[src/rtl/gait_pkg.sv]
// Shared types and constants for the gait sequencer and its pose ROM.
// GAIT_LOOP_EN (see gait_sequencer) is the only build-time option.
package gait_pkg;

    typedef enum logic [2:0] {
        ST_IDLE,
        ST_LOAD,
        ST_SETTLE,
        ST_WAIT,
        ST_DWELL,
        ST_HOME
    } state_t;

    localparam logic [7:0] HOME_ANGLE    = 8'd90;
    localparam logic [7:0] MAX_ANGLE     = 8'd180;
    localparam int         SETTLE_CYCLES = 2;

    function automatic logic [7:0] clamp_angle(input logic [7:0] angle);
        return (angle > MAX_ANGLE) ? MAX_ANGLE : angle;
    endfunction

endpackage

[src/rtl/gait_pose_rom.sv]
// Combinational keyframe table: pose index -> raw joint angles, joint j in bits [8j+7:8j].
// Joints beyond the fourth reuse the column of joint (j mod 4).
module gait_pose_rom #(
    parameter int N_JOINTS = 4
) (
    input  logic [3:0]            pose,
    output logic [8*N_JOINTS-1:0] angles
);

    logic [31:0] row;

    // Rows are packed {joint3, joint2, joint1, joint0}; some entries exceed 180 on purpose.
    always_comb begin
        case (pose)
            4'd0:    row = 32'h5A783C5A;
            4'd1:    row = 32'h50823264;
            4'd2:    row = 32'h468C286E;
            4'd3:    row = 32'h3C96C878;
            4'd4:    row = 32'h32B51E82;
            4'd5:    row = 32'h3C962878;
            4'd6:    row = 32'h468C326E;
            4'd7:    row = 32'h5082B464;
            default: row = 32'h5A5A5A5A;
        endcase
    end

    for (genvar j = 0; j < N_JOINTS; j++) begin : g_joint
        assign angles[8*j +: 8] = row[8*(j % 4) +: 8];
    end

endmodule

[src/rtl/gait_sequencer.sv]
// Steps a set of joint ramp units through a keyframe gait with settle, dwell and watchdog.
// Define GAIT_LOOP_EN to wrap from the last pose back to pose 0 instead of homing after one pass.
module gait_sequencer
    import gait_pkg::*;
#(
    parameter int N_JOINTS  = 4,
    parameter int N_POSES   = 8,
    parameter int DWELL_W   = 16,
    parameter int TIMEOUT_W = 24
) (
    input  logic                  iClk,
    input  logic                  iRst_n,
    input  logic                  iStart,
    input  logic                  iStop,
    input  logic [DWELL_W-1:0]    iDwell,
    input  logic [N_JOINTS-1:0]   iDone,
    output logic [8*N_JOINTS-1:0] oAngle,
    output logic [3:0]            oPose,
    output logic                  oBusy,
    output logic                  oStep,
    output logic                  oFault
);

    localparam logic [3:0]            LAST_POSE   = 4'(N_POSES - 1);
    localparam logic [1:0]            SETTLE_LAST = 2'(SETTLE_CYCLES - 1);
    localparam logic [TIMEOUT_W-1:0]  WD_LAST     = {{(TIMEOUT_W-1){1'b1}}, 1'b0};
    localparam logic [8*N_JOINTS-1:0] HOME_VEC    = {N_JOINTS{HOME_ANGLE}};

    state_t                 state;
    logic [1:0]             settle_cnt;
    logic [DWELL_W-1:0]     dwell_cnt;
    logic [TIMEOUT_W-1:0]   wd_cnt;
    logic                   stop_latch;
    logic                   homing;
    logic [8*N_JOINTS-1:0]  rom_angle;
    logic [8*N_JOINTS-1:0]  load_angle;

    gait_pose_rom #(
        .N_JOINTS (N_JOINTS)
    ) u_rom (
        .pose   (oPose),
        .angles (rom_angle)
    );

    always_comb begin
        load_angle = '0;
        for (int j = 0; j < N_JOINTS; j++) begin
            load_angle[8*j +: 8] = clamp_angle(rom_angle[8*j +: 8]);
        end
    end

    assign oBusy = (state != ST_IDLE);

    // The homing move reuses SETTLE/WAIT; 'homing' tells WAIT to finish in IDLE instead of DWELL.
    always_ff @(posedge iClk or negedge iRst_n) begin
        if (!iRst_n) begin
            state      <= ST_IDLE;
            oAngle     <= HOME_VEC;
            oPose      <= '0;
            oStep      <= 1'b0;
            oFault     <= 1'b0;
            settle_cnt <= '0;
            dwell_cnt  <= '0;
            wd_cnt     <= '0;
            stop_latch <= 1'b0;
            homing     <= 1'b0;
        end else begin
            oStep <= 1'b0;
            if (iStop && state != ST_IDLE) begin
                stop_latch <= 1'b1;
            end
            case (state)
                ST_IDLE: begin
                    if (iStart && !iStop && !oFault) begin
                        oPose <= '0;
                        state <= ST_LOAD;
                    end
                end
                ST_LOAD: begin
                    oAngle     <= load_angle;
                    oStep      <= 1'b1;
                    settle_cnt <= '0;
                    wd_cnt     <= '0;
                    state      <= ST_SETTLE;
                end
                ST_SETTLE: begin
                    if (settle_cnt == SETTLE_LAST) begin
                        state <= ST_WAIT;
                    end else begin
                        settle_cnt <= settle_cnt + 2'd1;
                    end
                end
                ST_WAIT: begin
                    if (&iDone) begin
                        if (homing) begin
                            homing     <= 1'b0;
                            stop_latch <= 1'b0;
                            state      <= ST_IDLE;
                        end else begin
                            dwell_cnt <= '0;
                            state     <= ST_DWELL;
                        end
                    end else if (wd_cnt == WD_LAST) begin
                        oFault <= 1'b1;
                        wd_cnt <= '1;
                        if (homing) begin
                            homing     <= 1'b0;
                            stop_latch <= 1'b0;
                            state      <= ST_IDLE;
                        end else begin
                            state <= ST_HOME;
                        end
                    end else begin
                        wd_cnt <= wd_cnt + TIMEOUT_W'(1);
                    end
                end
                ST_DWELL: begin
                    if (dwell_cnt >= iDwell) begin
                        if (stop_latch || iStop) begin
                            state <= ST_HOME;
                        end else if (oPose == LAST_POSE) begin
`ifdef GAIT_LOOP_EN
                            oPose <= '0;
                            state <= ST_LOAD;
`else
                            state <= ST_HOME;
`endif
                        end else begin
                            oPose <= oPose + 4'd1;
                            state <= ST_LOAD;
                        end
                    end else begin
                        dwell_cnt <= dwell_cnt + DWELL_W'(1);
                    end
                end
                ST_HOME: begin
                    oAngle     <= HOME_VEC;
                    oPose      <= '0;
                    homing     <= 1'b1;
                    settle_cnt <= '0;
                    wd_cnt     <= '0;
                    state      <= ST_SETTLE;
                end
                default: state <= ST_IDLE;
            endcase
        end
    end

endmodule

[config.mk]
export PLATFORM = sky130hd
export DESIGN_NAME = gait_sequencer
export DESIGN_NICKNAME = d
export VERILOG_FILES = /design/src/rtl/gait_pkg.sv /design/src/rtl/gait_pose_rom.sv /design/src/rtl/gait_sequencer.sv
export SDC_FILE = /design/constraint.sdc
export NUM_CORES = 1
export LEC_CHECK = 0
export ABC_AREA = 1
export CORE_ASPECT_RATIO = 1.5
export CORE_MARGIN = 5
export CORE_UTILIZATION = 40
export DETAILED_ROUTE_END_ITERATION = 10
export GPL_ROUTABILITY_DRIVEN = 0
export GPL_TIMING_DRIVEN = 1
export SLEW_MARGIN = 20
export SYNTH_ARGS = -nofsm -noshare
export SYNTH_HDL_FRONTEND = slang
export SYNTH_SLANG_ARGS = --single-unit
[constraint.sdc]
create_clock -name iClk -period 2.65 [get_ports iClk]
set_clock_uncertainty 0.15 [all_clocks]
set_input_delay 0.795 -clock iClk [delete_from_list [all_inputs] [get_ports iClk]]
set_output_delay 0.795 -clock iClk [all_outputs]
set_load 0.05 [all_outputs]
==> impl_metrics.tcl <==
set metrics [dict create \
    outcome "finished, final reports clean" \
    dr_total_vias 4765 \
    die-area_sq_um 15500 \
    synth_area_leaders "dfrtp_1 (31%), nand2_1 (12%), dfstp_2 (8.0%)" \
    layout-drive-gt1-share 0.143 \
    cts.htree.levels 3 \
    dp_slack_ns -0.208 \
    final_util 0.493 \
    netlist_area_sq_um 5250 \
    crit_arrival_ns 2.63 \
    hpwl_um 10500 \
    cp_slowest_cell "clkdlybuf4s50_1" \
    hold_violations 0 \
    wl_um 13600 \
    grt_start_max_net_pins 32 \
    viasPerCell 5.13 \
    cts_setup_buffers 0 \
    max_slew_margin 0.658 \
    io_pins 63 \
    syn_to_final_growth_pct 21.7 \
    synth-edff-count 0 \
    min_period_ns 2.49 \
    fin_nets 817 \
    synthSimpleGateAreaFrac 0.292 \
    r2r_setup_slack_ns 0.61 \
    cap_violations 0 \
    port_buffers 58 \
    ant_nets 0 \
    clk_latency_ns 0.35 \
    synthXorXnorAreaFrac 0.0267 \
    synth_most_common_cell "nand2_1" \
    wl_per_cell_um 14.7 \
    rows 51 \
    grt_pass1_wl_um 22900 \
    cp_common_cell "nand2_1" \
    antenna_found_initial 0 \
    synthMuxAreaShare 0 \
    die_x_um 103 \
    path_cells "clkdlybuf4s50_1 -> inv_1 -> ha_1 -> nand2_1 -> inv_1 -> o21ai_0 -> nand3_1 -> nor2_2 -> nand2_4 -> buf_4 -> nand3_2 -> nand2_1 -> nand2_1" \
    fillers 1316 \
    grt_pass1_vias 4823 \
    crit_family "buffers and inverters" \
    worstPathMaxFanout 11 \
    drc_errors 0 \
    cts.path.max_buffers 2 \
    synth_ff_type "dfrtp_1" \
    critical_path_required_ns 2.79 \
    yosys_warnings 0 \
    cp_num_buf_inv 4 \
    gr-usage-all-layers 0.186 \
    power.leakage_nw 3.23 \
    path_clk_slew_ns 0.07 \
    cts_made_buffers 9 \
    synth_compound_area_frac 0.132 \
    finalCritPeriodShare 0.940 \
    ys_seq_area_frac 0.390 \
    rsz0062_at_grt "false" \
    clock-sinks 81 \
    worst_pin_slew_ns 0.514 \
    dr.first_iter.drc_count 203 \
    setup_viol 0 \
    ir_worst_vdd_uv 269 \
    tns_ns 0 \
    firstDrtPassIters 5 \
    netlist_instances 690 \
    die_y_um 150 \
    synth_adder_area_share 0.0692 \
    powerDensity_nw_per_um2 411 \
    criticalPathCategory "in -> reg" \
    synth_top_family_by_area "simple AND/OR/NAND/NOR gates" \
    cts_tree "done" \
    synth_cell_types 46 \
    worst_slack_ns 0.158 \
    ys_ff_latch 81 \
    slew_viol_final 0 \
    multi_input_area_sq_um 2740 \
    hold_path_class "in -> async" \
    core_sq_um 13000 \
    register_area_sq_um 2050 \
    hold_slack_ns 0.240 \
    start_util 0.405 \
    total_power_mw 2.62 \
    synthArstFlopShare 1.00 \
    max_stage_delay_ns 0.45 \
    syn_avg_cell_area_sq_um 7.60 \
    cp-end-kind "flop" \
    n_antenna_cell 0 \
    fmax_ghz 0.401 \
    startpoint_type "input pin" \
    synthTopCellsByCount "nand2_1 (173), inv_1 (80), nor2_1 (68)" \
    grt_overflow 0 \
    yosysTopAreaCellShare 0.310 \
    cts_root_buf "clkbuf_16" \
    synth_top_area_cell "dfrtp_1" \
]
==> metal layers <==
metal,vias to the layer above,track usage,share of wire
met5,-,0,0
met4,0,0.0609,0.015
met3,15,0.0306,0.035
met2,101,0.338,0.55
met1,2257,0.218,0.40
li1,2392,-,-
==> final cells by class <==
type	count	share of cell area
Sequential cell	81	0.321
Clock inverter	6	0.00843
Clock buffer	10	0.0392
Inverter	87	0.0512
Multi-Input combinational cell	505	0.429
Tap cell	159	0.0312
Timing Repair Buffer	80	0.120
==> kinds of logic (layout without fill, tap and decap cells) <==
| group | count (synthesis) | count (layout) |
|---|---|---|
| flops | 81 | 81 |
| fa+ha+maj | 29 | 29 |
| compound gates | 120 | 120 |
| xor+xnor | 16 | 16 |
| simple gates | 336 | 336 |
| other cells | 1 | 4 |
| buf+inv | 107 | 183 |
==> per-stage QoR <==
step / area [sq um] / instances
floorplan: 5260 / 693
global placement: 6060 / 912
detailed placement: 6060 / 912
CTS: 6360 / 928
global route: 6380 / 928
finish: 6380 / 928
==> cell usage in the layout, fill, tap and decap left out, types with 16 or more instances in the layout <==
cell / instances
clkdlybuf4s50_1: 36
a21oi_1: 45
dfstp_2: 16
nor2_1: 68
o21ai_0: 34
buf_4: 31
nand3_1: 37
ha_1: 29
dfrtp_1: 65
nand2_1: 173
inv_1: 80
nand4_1: 17
==> sequential cells by signal, indices dropped and copies added (netlist names) <==
signal,count
wd_cnt,24
oFault,1
oPose,4
oStep,1
state,3
oAngle,28
settle_cnt,2
dwell_cnt,16
stop_latch,1
homing,1
==> where the power goes <==
group	internal (mW)	switching [mW]	leakage, nW
Sequential	1.24	0	1.02
Combinational	0.0465	0.0623	2.06
Clock	0.711	0.567	0.147
==> what timing repair did <==
action | in CTS | in global routing
gates resized for setup | 3 | 7
hold buffers | 0 | 0
endpoints found under the setup margin | 3 | 7
pin swaps | 0 | 0
==> path summary, 6_finish.rpt <==
kind,start,end,cells past startpoint
setup / recovery,iDwell[13],oPose[2],13
hold / removal,iRst_n,wd_cnt[2],1
setup reg to reg,oPose[0],oAngle[9],10
hold reg to reg,oAngle[23],oAngle[23],2
max in group asynchronous,iRst_n,oAngle[9],2
min in group iClk,oAngle[23],oAngle[23],2
No activity file was read; power rests on OpenSTA's default activity.
